`src/rtl/deserializer_framed.sv`:
```
// Frame-aligned serial-to-parallel converter with a held valid/ready output word.
// Flags dropped words (overrun) and mid-word realignment (frame_error).
module deserializer_framed #(
    parameter int DATA_WIDTH = 8,
    parameter int MSB_FIRST  = 0,
    parameter int CONTINUOUS = 0
) (
    input  logic                                  clock_in,
    input  logic                                  reset,
    input  logic                                  serial_valid,
    input  logic                                  serial_in,
    input  logic                                  frame_start,
    output logic [DATA_WIDTH-1:0]                 data_out,
    output logic                                  data_valid,
    input  logic                                  data_ready,
    output logic                                  overrun,
    output logic                                  frame_error,
    output logic [$clog2(DATA_WIDTH+1)-1:0]       bit_count
);

    localparam int CNT_W = $clog2(DATA_WIDTH + 1);
    localparam logic [CNT_W-1:0] LAST_BIT = CNT_W'(DATA_WIDTH - 1);

    typedef enum logic {
        IDLE,
        SHIFT
    } state_t;

    state_t                 state;
    logic [DATA_WIDTH-1:0]  shift_reg;

    logic                   accept_bit;
    logic                   start_word;
    logic                   resync;
    logic                   word_done;
    logic [DATA_WIDTH-1:0]  next_shift;

    function automatic logic [DATA_WIDTH-1:0] shift_in(
        input logic [DATA_WIDTH-1:0] cur,
        input logic                  bit_in
    );
        if (MSB_FIRST != 0) begin
            return {cur[DATA_WIDTH-2:0], bit_in};
        end else begin
            return {bit_in, cur[DATA_WIDTH-1:1]};
        end
    endfunction

    // A fresh word starts from an empty register so stale bits never leak into it.
    always_comb begin
        accept_bit = serial_valid && ((state == SHIFT) || frame_start);
        start_word = accept_bit && ((bit_count == '0) || frame_start);
        resync     = serial_valid && frame_start && (state == SHIFT) && (bit_count != '0);
        next_shift = shift_in(start_word ? '0 : shift_reg, serial_in);
        word_done  = accept_bit && !start_word && (bit_count == LAST_BIT);
    end

    always_ff @(posedge clock_in) begin
        if (reset) begin
            state       <= IDLE;
            shift_reg   <= '0;
            bit_count   <= '0;
            data_out    <= '0;
            data_valid  <= 1'b0;
            overrun     <= 1'b0;
            frame_error <= 1'b0;
        end else begin
            overrun     <= 1'b0;
            frame_error <= resync;

            if (accept_bit) begin
                shift_reg <= next_shift;
                if (word_done) begin
                    bit_count <= '0;
                    state     <= (CONTINUOUS != 0) ? SHIFT : IDLE;
                end else begin
                    bit_count <= start_word ? CNT_W'(1) : bit_count + CNT_W'(1);
                    state     <= SHIFT;
                end
            end

            // Output word: load when empty or draining this cycle, otherwise drop.
            if (word_done && (!data_valid || data_ready)) begin
                data_out   <= next_shift;
                data_valid <= 1'b1;
            end else if (word_done) begin
                overrun    <= 1'b1;
            end else if (data_ready) begin
                data_valid <= 1'b0;
            end
        end
    end

endmodule

```
`config.mk`:
```
export PLATFORM = sky130hd
export DESIGN_NAME = deserializer_framed
export DESIGN_NICKNAME = d
export VERILOG_FILES = /design/src/rtl/deserializer_framed.sv
export SDC_FILE = /design/constraint.sdc
export NUM_CORES = 1
export LEC_CHECK = 0
export CELL_PAD_IN_SITES_DETAIL_PLACEMENT = 0
export CELL_PAD_IN_SITES_GLOBAL_PLACEMENT = 1
export CORE_MARGIN = 2
export CORE_UTILIZATION = 37
export CTS_CLUSTER_SIZE = 14
export DETAILED_ROUTE_END_ITERATION = 10
export PLACE_DENSITY = 0.87
export SLEW_MARGIN = 20
export SYNTH_ARGS = -nofsm -noshare
export SYNTH_HDL_FRONTEND = slang
export SYNTH_SLANG_ARGS = --single-unit
```
`constraint.sdc`:
```
create_clock -name clock_in -period 2.1 [get_ports clock_in]
set_clock_uncertainty 0.2 [all_clocks]
set_input_delay 0.21 -clock clock_in [delete_from_list [all_inputs] [get_ports clock_in]]
set_output_delay 0.21 -clock clock_in [all_outputs]
set_load 0.01 [all_outputs]
```
# Word-level counts from Yosys, hierarchy flattened
# Cells that the tools add are included.
[totals]
register_bits = 24
inputBits = 6
out_inout_bits = 15
elab_cells = 36
[op_classes]
addsub = 1
n_eq_ne = 2
mux = 8
n_reduce_logical = 18
[ops]
columns = ["operator", "n"]
rows = [
  ["logical AND 1 bit", 8],
  ["two-way mux 4 bit", 2],
  ["two-way mux 8 bit", 1],
  ["two-way mux 1 bit", 5],
  ["adder 4 x 1 -> 4 bit (second input constant)", 1],
  ["equality test 4 x 3 -> 1 bit (second input constant)", 1],
  ["logical NOT 4 bit", 1],
  ["nonzero test 4 bit", 1],
  ["logical OR 1 bit", 3],
  ["logical NOT 1 bit", 2],
  ["inequality test 2 x 1 -> 1 bit (second input constant)", 1],
  ["AND reduction 2 bit", 1],
  ["nonzero test 2 bit", 1],
  ["OR reduction 2 bit", 1],
]

# Longest topological paths before layout
[depth]
ltp_word = 9
ltp_mapped = 6
depth_no_buf = 5

# Worst setup path before layout
# OpenSTA, ideal clock, no wires.
[synth_path]
path_type = "register to register"
from = "reg bit_count[0]"
to = "reg shift_reg[1]"
setup_ns = 0.128
t_arrival_ns = 1.305
t_required_ns = 1.772
path_slack_ns = 0.467
path_stages_with_launch = 7
path_buffers = 1
period_less_slack_ns = 1.633
cell_sequence = "dfxtp_1 inv_1 ha_1 or3b_4 clkbuf_8 a32oi_1 nor2_1"
[synth_between]
elab_chain_cells = 4
[synth_lines]
columns = ["element", "line", "text"]
rows = [
  ["start: declaration", "18", "output logic [$clog2(DATA_WIDTH+1)-1:0] bit_count"],
  ["start signal: assignment", "77", "bit_count <= start_word ? CNT_W'(1) : bit_count + CNT_W'(1);"],
  ["logical NOT 4 bit", "52", "start_word = accept_bit && ((bit_count == '0) || frame_start);"],
  ["logical OR 1 bit", "52", ""],
  ["logical AND 1 bit", "52", ""],
  ["two-way mux 8 bit", "54", "next_shift = shift_in(start_word ? '0 : shift_reg, serial_in);"],
  ["end signal: assignment", "72", "shift_reg <= next_shift;"],
  ["end: declaration", "30", "logic [DATA_WIDTH-1:0] shift_reg;"],
]
# No other way between the ends.
# A chain may end at the register's enable or synchronous reset.

# Final worst setup path
[layout_path]
from = "reg bit_count[1]"
to = "reg data_out[5]"
[layout_between]
elab_chain_cells = 7
elab_cells_between_ends = 9
[layout_lines]
columns = ["element", "line", "text"]
rows = [
  ["logical NOT 4 bit", "52", ""],
  ["logical OR 1 bit", "52", ""],
  ["logical AND 1 bit", "52", ""],
  ["logical NOT 1 bit", "55", "word_done = accept_bit && !start_word && (bit_count == LAST_BIT);"],
  ["logical AND 1 bit (2 in a row)", "55", ""],
  ["logical AND 1 bit", "83", "if (word_done && (!data_valid || data_ready)) begin"],
  ["end signal: assignment", "84", "data_out <= next_shift;"],
  ["end: declaration", "13", "output logic [DATA_WIDTH-1:0] data_out,"],
]
# Parallel ways exist; a longest one is shown, timed or not.

==> run metrics <==
run status=finished clean; crit path launch type=flip-flop; pwr/cell area=~560 nW/um^2; CTS clk-pin slew, worst paths=0.12 ns; starting density of the core=0.399; number of hold violations in the final report=0; residual antenna-violating net count after detailed routing=0; CTS HTree Levels=1; CTS tree=built; end of the worst register-to-register path=data_out[5]; top-level port count=21; Clk Tree Root Cell=sky130_fd_sc_hd__clkbuf_4; critical path class=flip-flop to flip-flop; Tot GR Track Use=0.129; Tightest Hold Check Type=flip-flop to flip-flop; required time at the worst-slack endpoint=2.15 ns; share of final-layout standard cells stronger than drive strength 1=0.0800; critical path peak fanout=8; core area=2520 um^2; area of the die=3150 um^2; Post-layout nets=134; CTS Hold Buffers Added=0; fillers=~240; worst supply voltage drop on vdd=279 uV; Inserted Clock Buffers=3; setup tns final=0 ns; Reg area=460 um^2; Max-Slew Margin vs Limit=0.688; sequential-to-total area share from yosys stat=0.458; vias after detailed routing=around 800; crit path max-delay cell type=sky130_fd_sc_hd__and3b_1; pin count of the biggest net entering global routing=32; total overflow reported by the global router=0; post-synthesis sequential element count=23; number of failing setup endpoints in the final timing report=0; count of standard-cell rows=18; remaining routing DRC violations=0; detailed placement HPWL=around 1300 um; Mapped Nets=around 110; via count of the first global-routing pass=717; end of the worst hold path=data_out[1]; unrepaired setup endpoints after global routing=false; largest stage delay on the critical path=around 0.56 ns; Placement Setup Slack=around 0.13 ns; Hold Path Origin=data_out[1]; largest cells by area after synthesis=sky130_fd_sc_hd__dfxtp_1 46%, sky130_fd_sc_hd__nand2b_1 11%, sky130_fd_sc_hd__mux2i_1 9.0%; Final Max Tran Viols=0; average routed wire per standard cell=between 10 and 15 um; Final GP Congestion=0.743; sort of element at the end of the critical path=flip-flop; proportion of netlist area held by the largest area contributor=0.458; Final Worst Setup Slack=0.255 ns; part of the cycle the worst path needs=0.879; critical path data arrival time=between 1.5 and 2 ns; number of vias per cell after detailed routing=5.15; shortest clock period the worst path allows after layout=approximately 1.8 ns; biggest area consumer among synthesized cells=sky130_fd_sc_hd__dfxtp_1; post-synthesis instance total=~100; Peak Freq=around 0.54 GHz; start of the worst register-to-register path=bit_count[1]; initial antenna violation count=0; vertical extent of the die=56.1 um; worst setup slack for register-to-register paths=roughly 0.25 ns; # clock sinks=23; die width=approximately 56 um; synthesized area divided by synthesized cell count=about 10 um^2; initial detailed-routing violation count=10; Syn. warnings=0; final routed wirelength across all metal layers=around 1900 um; insertion delay to the later sink of the worst-skew pair=between 0.3 and 0.4 ns; IO buf count=20; combined area of all synthesized cells=approximately 1000 um^2; growth of design area from synthesis to finish=25.0%; ordered list of cells on the worst path=ha_1 -> nand3b_1 -> and3b_1 -> mux2i_1; leak pwr=roughly 0.44 nW; area of the multi-input gates=between 400 and 500 um^2; number of cells on the worst hold path=2; count of TritonRoute iterations in the first routing pass=4; number of buffers between clock root and the deepest sink=2; number of buffers inserted by post-CTS setup repair=0; worst slew pin tran=~0.47 ns; max reg flops=8; wire length of the first global-routing pass=about 3200 um; count of cells resized by post-cts repair=0; max-cap violation count=0; depth of the worst register-to-register path=4; Cell variety after synth=28; ANT cells=0
==> Yosys cell counts (all sizes together) <==
cell type  number
dfxtp          23
nand2b         18
mux2i           9
nor2            8
a32oi           6
nand2           5
clkbuf          4
inv             4
a21oi           3
a31oi           2
and3b           2
buf             2
ha              2
nand3b          2
nand4           2
o21ai           2
a211oi          1
a21o            1
and3            1
nor3            1
nor4bb          1
o211ai          1
o21bai          1
or3b            1
xor2            1
==> cell families (layout without fill, tap and decap cells) <==
kind of cell | count (synthesis) | after routing | share of synthesized area
buf+inv | 10 | 32 | 0.0585
fa+ha+maj | 2 | 2 | 0.0249
flops | 23 | 23 | 0.458
simple gates | 41 | 41 | 0.238
compound gates | 17 | 17 | 0.123
xor+xnor | 1 | 1 | 0.00871
mux | 9 | 9 | 0.0896
==> cell usage in the layout, fill, tap and decap left out <==
cell,count
sky130_fd_sc_hd__a31oi_1,2
sky130_fd_sc_hd__a21oi_1,3
sky130_fd_sc_hd__o21bai_1,1
sky130_fd_sc_hd__clkbuf_4,3
sky130_fd_sc_hd__a21o_1,1
sky130_fd_sc_hd__nand2_1,5
sky130_fd_sc_hd__mux2i_1,9
sky130_fd_sc_hd__and3b_1,2
sky130_fd_sc_hd__a211oi_1,1
sky130_fd_sc_hd__o21ai_2,1
sky130_fd_sc_hd__nand2b_1,18
sky130_fd_sc_hd__or3b_4,1
sky130_fd_sc_hd__o211ai_1,1
sky130_fd_sc_hd__o21ai_0,1
sky130_fd_sc_hd__buf_4,4
sky130_fd_sc_hd__a32oi_1,6
sky130_fd_sc_hd__nand3b_1,2
sky130_fd_sc_hd__xor2_1,1
sky130_fd_sc_hd__clkinv_2,1
sky130_fd_sc_hd__dfxtp_1,23
sky130_fd_sc_hd__inv_1,4
sky130_fd_sc_hd__nor2_1,8
sky130_fd_sc_hd__nand4_1,2
sky130_fd_sc_hd__clkdlybuf4s50_1,20
sky130_fd_sc_hd__and3_1,1
sky130_fd_sc_hd__nor3_1,1
sky130_fd_sc_hd__nor4bb_1,1
sky130_fd_sc_hd__ha_1,2
==> report_power, final <==
group / internal [W] / total [W] / switching, W
logic: 0.0000312 / 0.0000618 / 0.0000306
registers: 0.000440 / 0.000445 / 0.00000424
clock network: 0.0000712 / 0.000201 / 0.000130
==> stage by stage <==
stage	instance area (um^2)	cells	utilization	power [W]	hold slack [ns]
6_report	1260	155	0.499	0.000708	0.281
5_1_grt	1260	155	0.499	0.000749	0.320
4_1_cts	1260	155	0.499	0.000721	0.289
3_5_place_dp	1230	151	0.488	0.000516	0.264
3_3_place_gp	1230	151	0.488	0.000514	0.261
2_1_floorplan	1010	103	-	0.000492	0.107
==> worst max-delay path by stage <==
stage                       from            to  slack [ns]  cells after the start
floorplan           bit_count[0]  shift_reg[1]        0.47                      6
global placement     frame_start   data_out[6]        0.19                      4
detailed placement   frame_start   data_out[4]        0.13                      4
CTS                 bit_count[1]   data_out[5]        0.24                      4
global route        bit_count[1]   data_out[6]        0.09                      4
finish              bit_count[1]   data_out[5]        0.25                      4
==> area by class of cell <==
class                   instances  area share
well taps                      30      0.0299
flip-flops and latches         23       0.366
clock inverters                 1     0.00398
repair buffers                 24       0.183
inverters                       4      0.0119
clock buffers                   3      0.0179
multi-input cells              70       0.387
==> worst max-delay path: cells and delay by family (launching register included) <==
kind / cells / cell delay, ns
and+or+nand+nor: 2 / 0.73
DFF: 1 / 0.40
muxes: 1 / 0.24
adders and majority gates: 1 / 0.21
==> per-layer routing <==
metal | routed length, um | track usage | vias to the layer above
met5 | 0 | 0 | -
met4 | 53 | 0.0918 | 0
met3 | 66 | 0.0209 | 5
met2 | 931 | 0.210 | 16
met1 | 826 | 0.152 | 374
li1 | - | - | 403
Power figures use the tool's default switching activity.
==> RTL change 1: new RTL, same flow settings <==
Register the output `overrun` once more, with the module's reset; this adds one clock of latency there. The other outputs are not delayed to match.
--- a/src/rtl/deserializer_framed.sv
+++ b/src/rtl/deserializer_framed.sv
@@ -25,6 +25,8 @@
         IDLE,
         SHIFT
     } state_t;
+
+    logic overrun_s0;
 
     state_t                 state;
     logic [DATA_WIDTH-1:0]  shift_reg;
@@ -62,10 +64,10 @@
             bit_count   <= '0;
             data_out    <= '0;
             data_valid  <= 1'b0;
-            overrun     <= 1'b0;
+            overrun_s0  <= 1'b0;
             frame_error <= 1'b0;
         end else begin
-            overrun     <= 1'b0;
+            overrun_s0  <= 1'b0;
             frame_error <= resync;
 
             if (accept_bit) begin
@@ -84,12 +86,20 @@
                 data_out   <= next_shift;
                 data_valid <= 1'b1;
             end else if (word_done) begin
-                overrun    <= 1'b1;
+                overrun_s0 <= 1'b1;
             end else if (data_ready) begin
                 data_valid <= 1'b0;
             end
         end
     end
 
+    always_ff @(posedge clock_in) begin
+        if (reset) begin
+            overrun <= '0;
+        end else begin
+            overrun <= overrun_s0;
+        end
+    end
+
 endmodule
 
Behaviour: same outputs for any inputs over 10 cycles, from zero or initial values and one cycle with reset high; that may be too few to reach the edited logic, so the function may still have changed.
==> RTL change 1 against the unedited design <==
- critical path depth unchanged
- combinational power shrank 3.9%
- power grew 7.4%
- sequential cell count rose by 1
- synthesized cell count up 1.9%
- final area increased by 2.3%
- routed wire length is 3.9% lower
- maximum frequency fell by 1.6%
- synthesized area increased by 2.6%
- non-clock buffer count decreased by 1
- worst setup slack worse by 0.029 ns
- worst hold slack worse by 0.019 ns
- critical endpoint is now data_out[0]
==> RTL change 1: results (changes against the unedited design) <==
Post-synth top flop=sky130_fd_sc_hd__dfxtp_1 (unchanged); CTS resizes=0 (unchanged); clock transition at the register clock pins on the worst setup and hold paths after CTS=0.13 ns; WL/cell=11.5 um (was 12.1 um); Pleak=0.452 nW (was 0.443 nW); count of buffers added by post-CTS timing repair for setup=0 (unchanged); path type of the worst min-delay path=reg -> reg (unchanged); via count=799 (was 798); slew margin rel.=69.3% (was 68.8%); worst vdd ir=268 uV (was 279 uV); total of hold buffers inserted after clock tree synthesis=0 (unchanged); Commonest cells post-synth=24 x sky130_fd_sc_hd__dfxtp_1, 18 x sky130_fd_sc_hd__nand2b_1, 9 x sky130_fd_sc_hd__mux2i_1 (was 23 x sky130_fd_sc_hd__dfxtp_1, 18 x sky130_fd_sc_hd__nand2b_1, 9 x sky130_fd_sc_hd__mux2i_1); RD Place Congestion=0.789 (was 0.743); total of buffers placed on input and output ports=20 (unchanged); post-placement cell area=1250 um2 (was 1230 um2); post-detail-place hpwl=1280 um (was 1320 um); count of synthesis-stage warnings from yosys=0 (unchanged); DRC violation total after the first TritonRoute iteration=12 (was 10); Switch Pwr=0.165 mW (about the same); Largest register FFs=8 (unchanged); clock insertion delay at the later pin of the skew report=0.30 ns; largest stage delay on the critical path=0.55 ns; sequential cell area fraction in the yosys report=46.5% (was 45.8%); status=complete, no violations (unchanged); Placed Cells=153 (was 151); average footprint of a synthesized cell=9.83 um2 (was 9.77 um2); # H-tree levels=1 (unchanged); global-route wire length before repair=3040 um (was 3220 um); syn nets=113 (was 111); fraction of final layout cells sized beyond drive strength 1=7.14% (was 8.00%); number of antenna cells inserted=0 (unchanged); number of buffers added by the clock tree synthesis step=3 (unchanged); number of filler cells placed in the layout=270 (was 242); maximum fanout along the worst path=8 (unchanged); dominant cells by area after synthesis=sky130_fd_sc_hd__dfxtp_1 47%, sky130_fd_sc_hd__nand2b_1 11%, sky130_fd_sc_hd__mux2i_1 8.7%, sky130_fd_sc_hd__a32oi_1 5.1%, sky130_fd_sc_hd__nor2_1 2.9% (was sky130_fd_sc_hd__dfxtp_1 46%, sky130_fd_sc_hd__nand2b_1 11%, sky130_fd_sc_hd__mux2i_1 9.0%, sky130_fd_sc_hd__a32oi_1 5.2%, sky130_fd_sc_hd__nor2_1 3.0%); clk buf depth=2 (unchanged); via count of the first global-routing pass=725 (was 717); antenna violations before repair=0 (unchanged); number of different library cells in the post-synthesis netlist=29 (was 28); average vias per placed instance=5.09 (was 5.15); slowest cell on the critical path=sky130_fd_sc_hd__and3b_1 (unchanged); share of async-settable or async-resettable flops after synthesis=0% (unchanged); total iterations of the first detailed-routing run=4 (unchanged); GRT Overall Usage=11.7% (was 12.9%); maximum number of pins on one net before global-route repair=33 (was 32); cell chosen for the clock root=sky130_fd_sc_hd__clkbuf_4 (unchanged); largest delay contributor family on the critical path=simple AND/OR/NAND/NOR gates (unchanged); Net count, final=135 (was 134)
-- RTL change 1: routing by layer --
layer,GRT usage [%],up-vias,routed length [um]
met2,20.1,11,897
met5,0,-,0
met3,1.38,0,48
met1,14.2,381,859
met4,5.98,0,0
li1,-,407,-
-- RTL change 1: cell families after synthesis --
group,synth area share (%)
AOI/OAI and AO/OA,12.0
xor gates and xnor gates,0.849
adders and majority gates,2.42
buffers and inverters,5.70
DFF,46.5
muxes,8.73
and+or+nand+nor,23.8
-- RTL change 1: power by group through the flow --
stage | registers, mW | logic (mW) | clock network, mW
4_1_cts | 0.464 | 0.0598 | 0.246
3_5_place_dp | 0.474 | 0.0596 | 0
2_1_floorplan | 0.474 | 0.0371 | 0
5_1_grt | 0.465 | 0.0645 | 0.262
6_report | 0.464 | 0.0594 | 0.237
3_3_place_gp | 0.474 | 0.0581 | 0
-- RTL change 1: cell type report --
cell class	count	area (um2)	share of cell area, %
clock buffer	4	36.3	2.82
timing repair buffer	23	223	17.3
sequential	24	480	37.4
multi-input combinational	71	493	38.3
inverter	4	15.0	1.17
tap	31	38.8	3.02
-- RTL change 1: path summary, 6_finish.rpt --
| kind | start | endpoint | slack, ns | cells past startpoint |
|---|---|---|---|---|
| worst max-delay path | bit_count[1] | data_out[0] | 0.23 | 4 |
| worst min-delay path | overrun_s0 | overrun | 0.26 | 1 |
| worst max register to register | bit_count[1] | data_out[0] | 0.23 | 4 |
| worst min register to register | overrun_s0 | overrun | 0.26 | 1 |
-- RTL change 1: stage by stage --
step | setup WS (ns) | hold WS [ns]
final | 0.225 | 0.262
after global routing | 0.0601 | 0.276
after CTS | 0.205 | 0.263
after detailed placement | 0.160 | 0.230
after global placement | 0.204 | 0.222
after floorplan | 0.467 | 0.107
==> RTL change 2: new RTL, same settings <==
Without the edit above. The parameter `DATA_WIDTH` goes from 8 to 16.
--- a/src/rtl/deserializer_framed.sv
+++ b/src/rtl/deserializer_framed.sv
@@ -1,7 +1,7 @@
 // Frame-aligned serial-to-parallel converter with a held valid/ready output word.
 // Flags dropped words (overrun) and mid-word realignment (frame_error).
 module deserializer_framed #(
-    parameter int DATA_WIDTH = 8,
+    parameter int DATA_WIDTH = 16,
     parameter int MSB_FIRST  = 0,
     parameter int CONTINUOUS = 0
 ) (
Ports: changed (resized bit_count and data_out); port bits go from 21 to 30. The function was not compared with the original's and may differ.
==> RTL change 2 against the unedited design <==
- power is 100% higher
- sequential cell count rose by 17
- critical path depth up 2
- global-route usage grew 1.6 points
- non-clock buffer count is 13 higher
- count of clock-buffer cells in the layout increased by 3
- final area up 60%
- worst setup slack worse by 0.15 ns
- die area grew 49%
- routed wire length rose by 71%
- synthesized area increased by 53%
- largest power group unchanged
- highest routed layer unchanged
==> RTL change 2: results (changes against the unedited design) <==
start point of the critical path=bit_count[0] (was bit_count[1]); Pleak=0.692 nW (was 0.443 nW); dominant cells by area after synthesis=sky130_fd_sc_hd__dfxtp_1 52%, sky130_fd_sc_hd__mux2i_1 9.7%, sky130_fd_sc_hd__nand2_1 8.3%, sky130_fd_sc_hd__o22ai_1 5.7%, sky130_fd_sc_hd__ha_1 2.4% (was sky130_fd_sc_hd__dfxtp_1 46%, sky130_fd_sc_hd__nand2b_1 11%, sky130_fd_sc_hd__mux2i_1 9.0%, sky130_fd_sc_hd__a32oi_1 5.2%, sky130_fd_sc_hd__nor2_1 3.0%); clock insertion delay at the later pin of the skew report=0.28 ns (was 0.31 ns); flop2flop setup slack=0.10 ns (was 0.25 ns); fraction of final layout cells sized beyond drive strength 1=12.0% (was 8.00%); share of synthesized area spent on multiplexers=9.75% (was 8.96%); total of buffers placed on input and output ports=29 (was 20); minimum setup slack after placement=0.0772 ns (was 0.127 ns); status=complete, no violations (unchanged); fraction of standard cell area that is sequential=39.8% (was 36.6%); Non-clock buffers, area share=18.0% (was 18.3%); post-detail-place hpwl=2090 um (was 1320 um); worst vdd ir=288 uV (was 279 uV); die boundary width=68.5 um (was 56.1 um); global-route wire length before repair=5180 um (was 3220 um); synthesized-area fraction occupied by ao, oa, aoi and oai cells=12.1% (was 12.3%); # H-tree levels=2 (was 1); cell chosen for the clock root=sky130_fd_sc_hd__clkbuf_8 (was sky130_fd_sc_hd__clkbuf_4); xor and xnor fraction of the mapped netlist area=0.569% (was 0.871%); largest stage delay on the critical path=0.50 ns (was 0.56 ns); DRC violation total after the first TritonRoute iteration=59 (was 10); Clock Network Area Fraction=5.34% (was 2.19%); clock transition at the register clock pins on the worst setup and hold paths after CTS=0.07 ns (was 0.12 ns); cells after synthesis=155 (was 103)
-- RTL change 2: changes by cell type after synthesis, moves of 3 or more --
cell                       unedited run  this run
sky130_fd_sc_hd__clkbuf_1             3         6
sky130_fd_sc_hd__a32oi_1              6         2
sky130_fd_sc_hd__nor2_1               8         3
sky130_fd_sc_hd__o22ai_1              0        14
sky130_fd_sc_hd__nand2b_1            18         1
sky130_fd_sc_hd__dfxtp_1             23        40
sky130_fd_sc_hd__nand3_1              0         3
sky130_fd_sc_hd__nand2_1              5        34
sky130_fd_sc_hd__mux2i_1              9        15
-- RTL change 2: layer usage --
metal | share of wire (%) | GRT usage, %
met1 | 47 | 16.9
met2 | 46 | 25.1
met3 | 5.9 | 4.71
met4 | 0.50 | 4.50
met5 | 0 | 0
-- RTL change 2: report_power, final --
part	switching, mW	internal [mW]	total (mW)
logic	0.0412	0.0334	0.0746
registers	0.00360	0.762	0.766
clock network	0.246	0.352	0.598
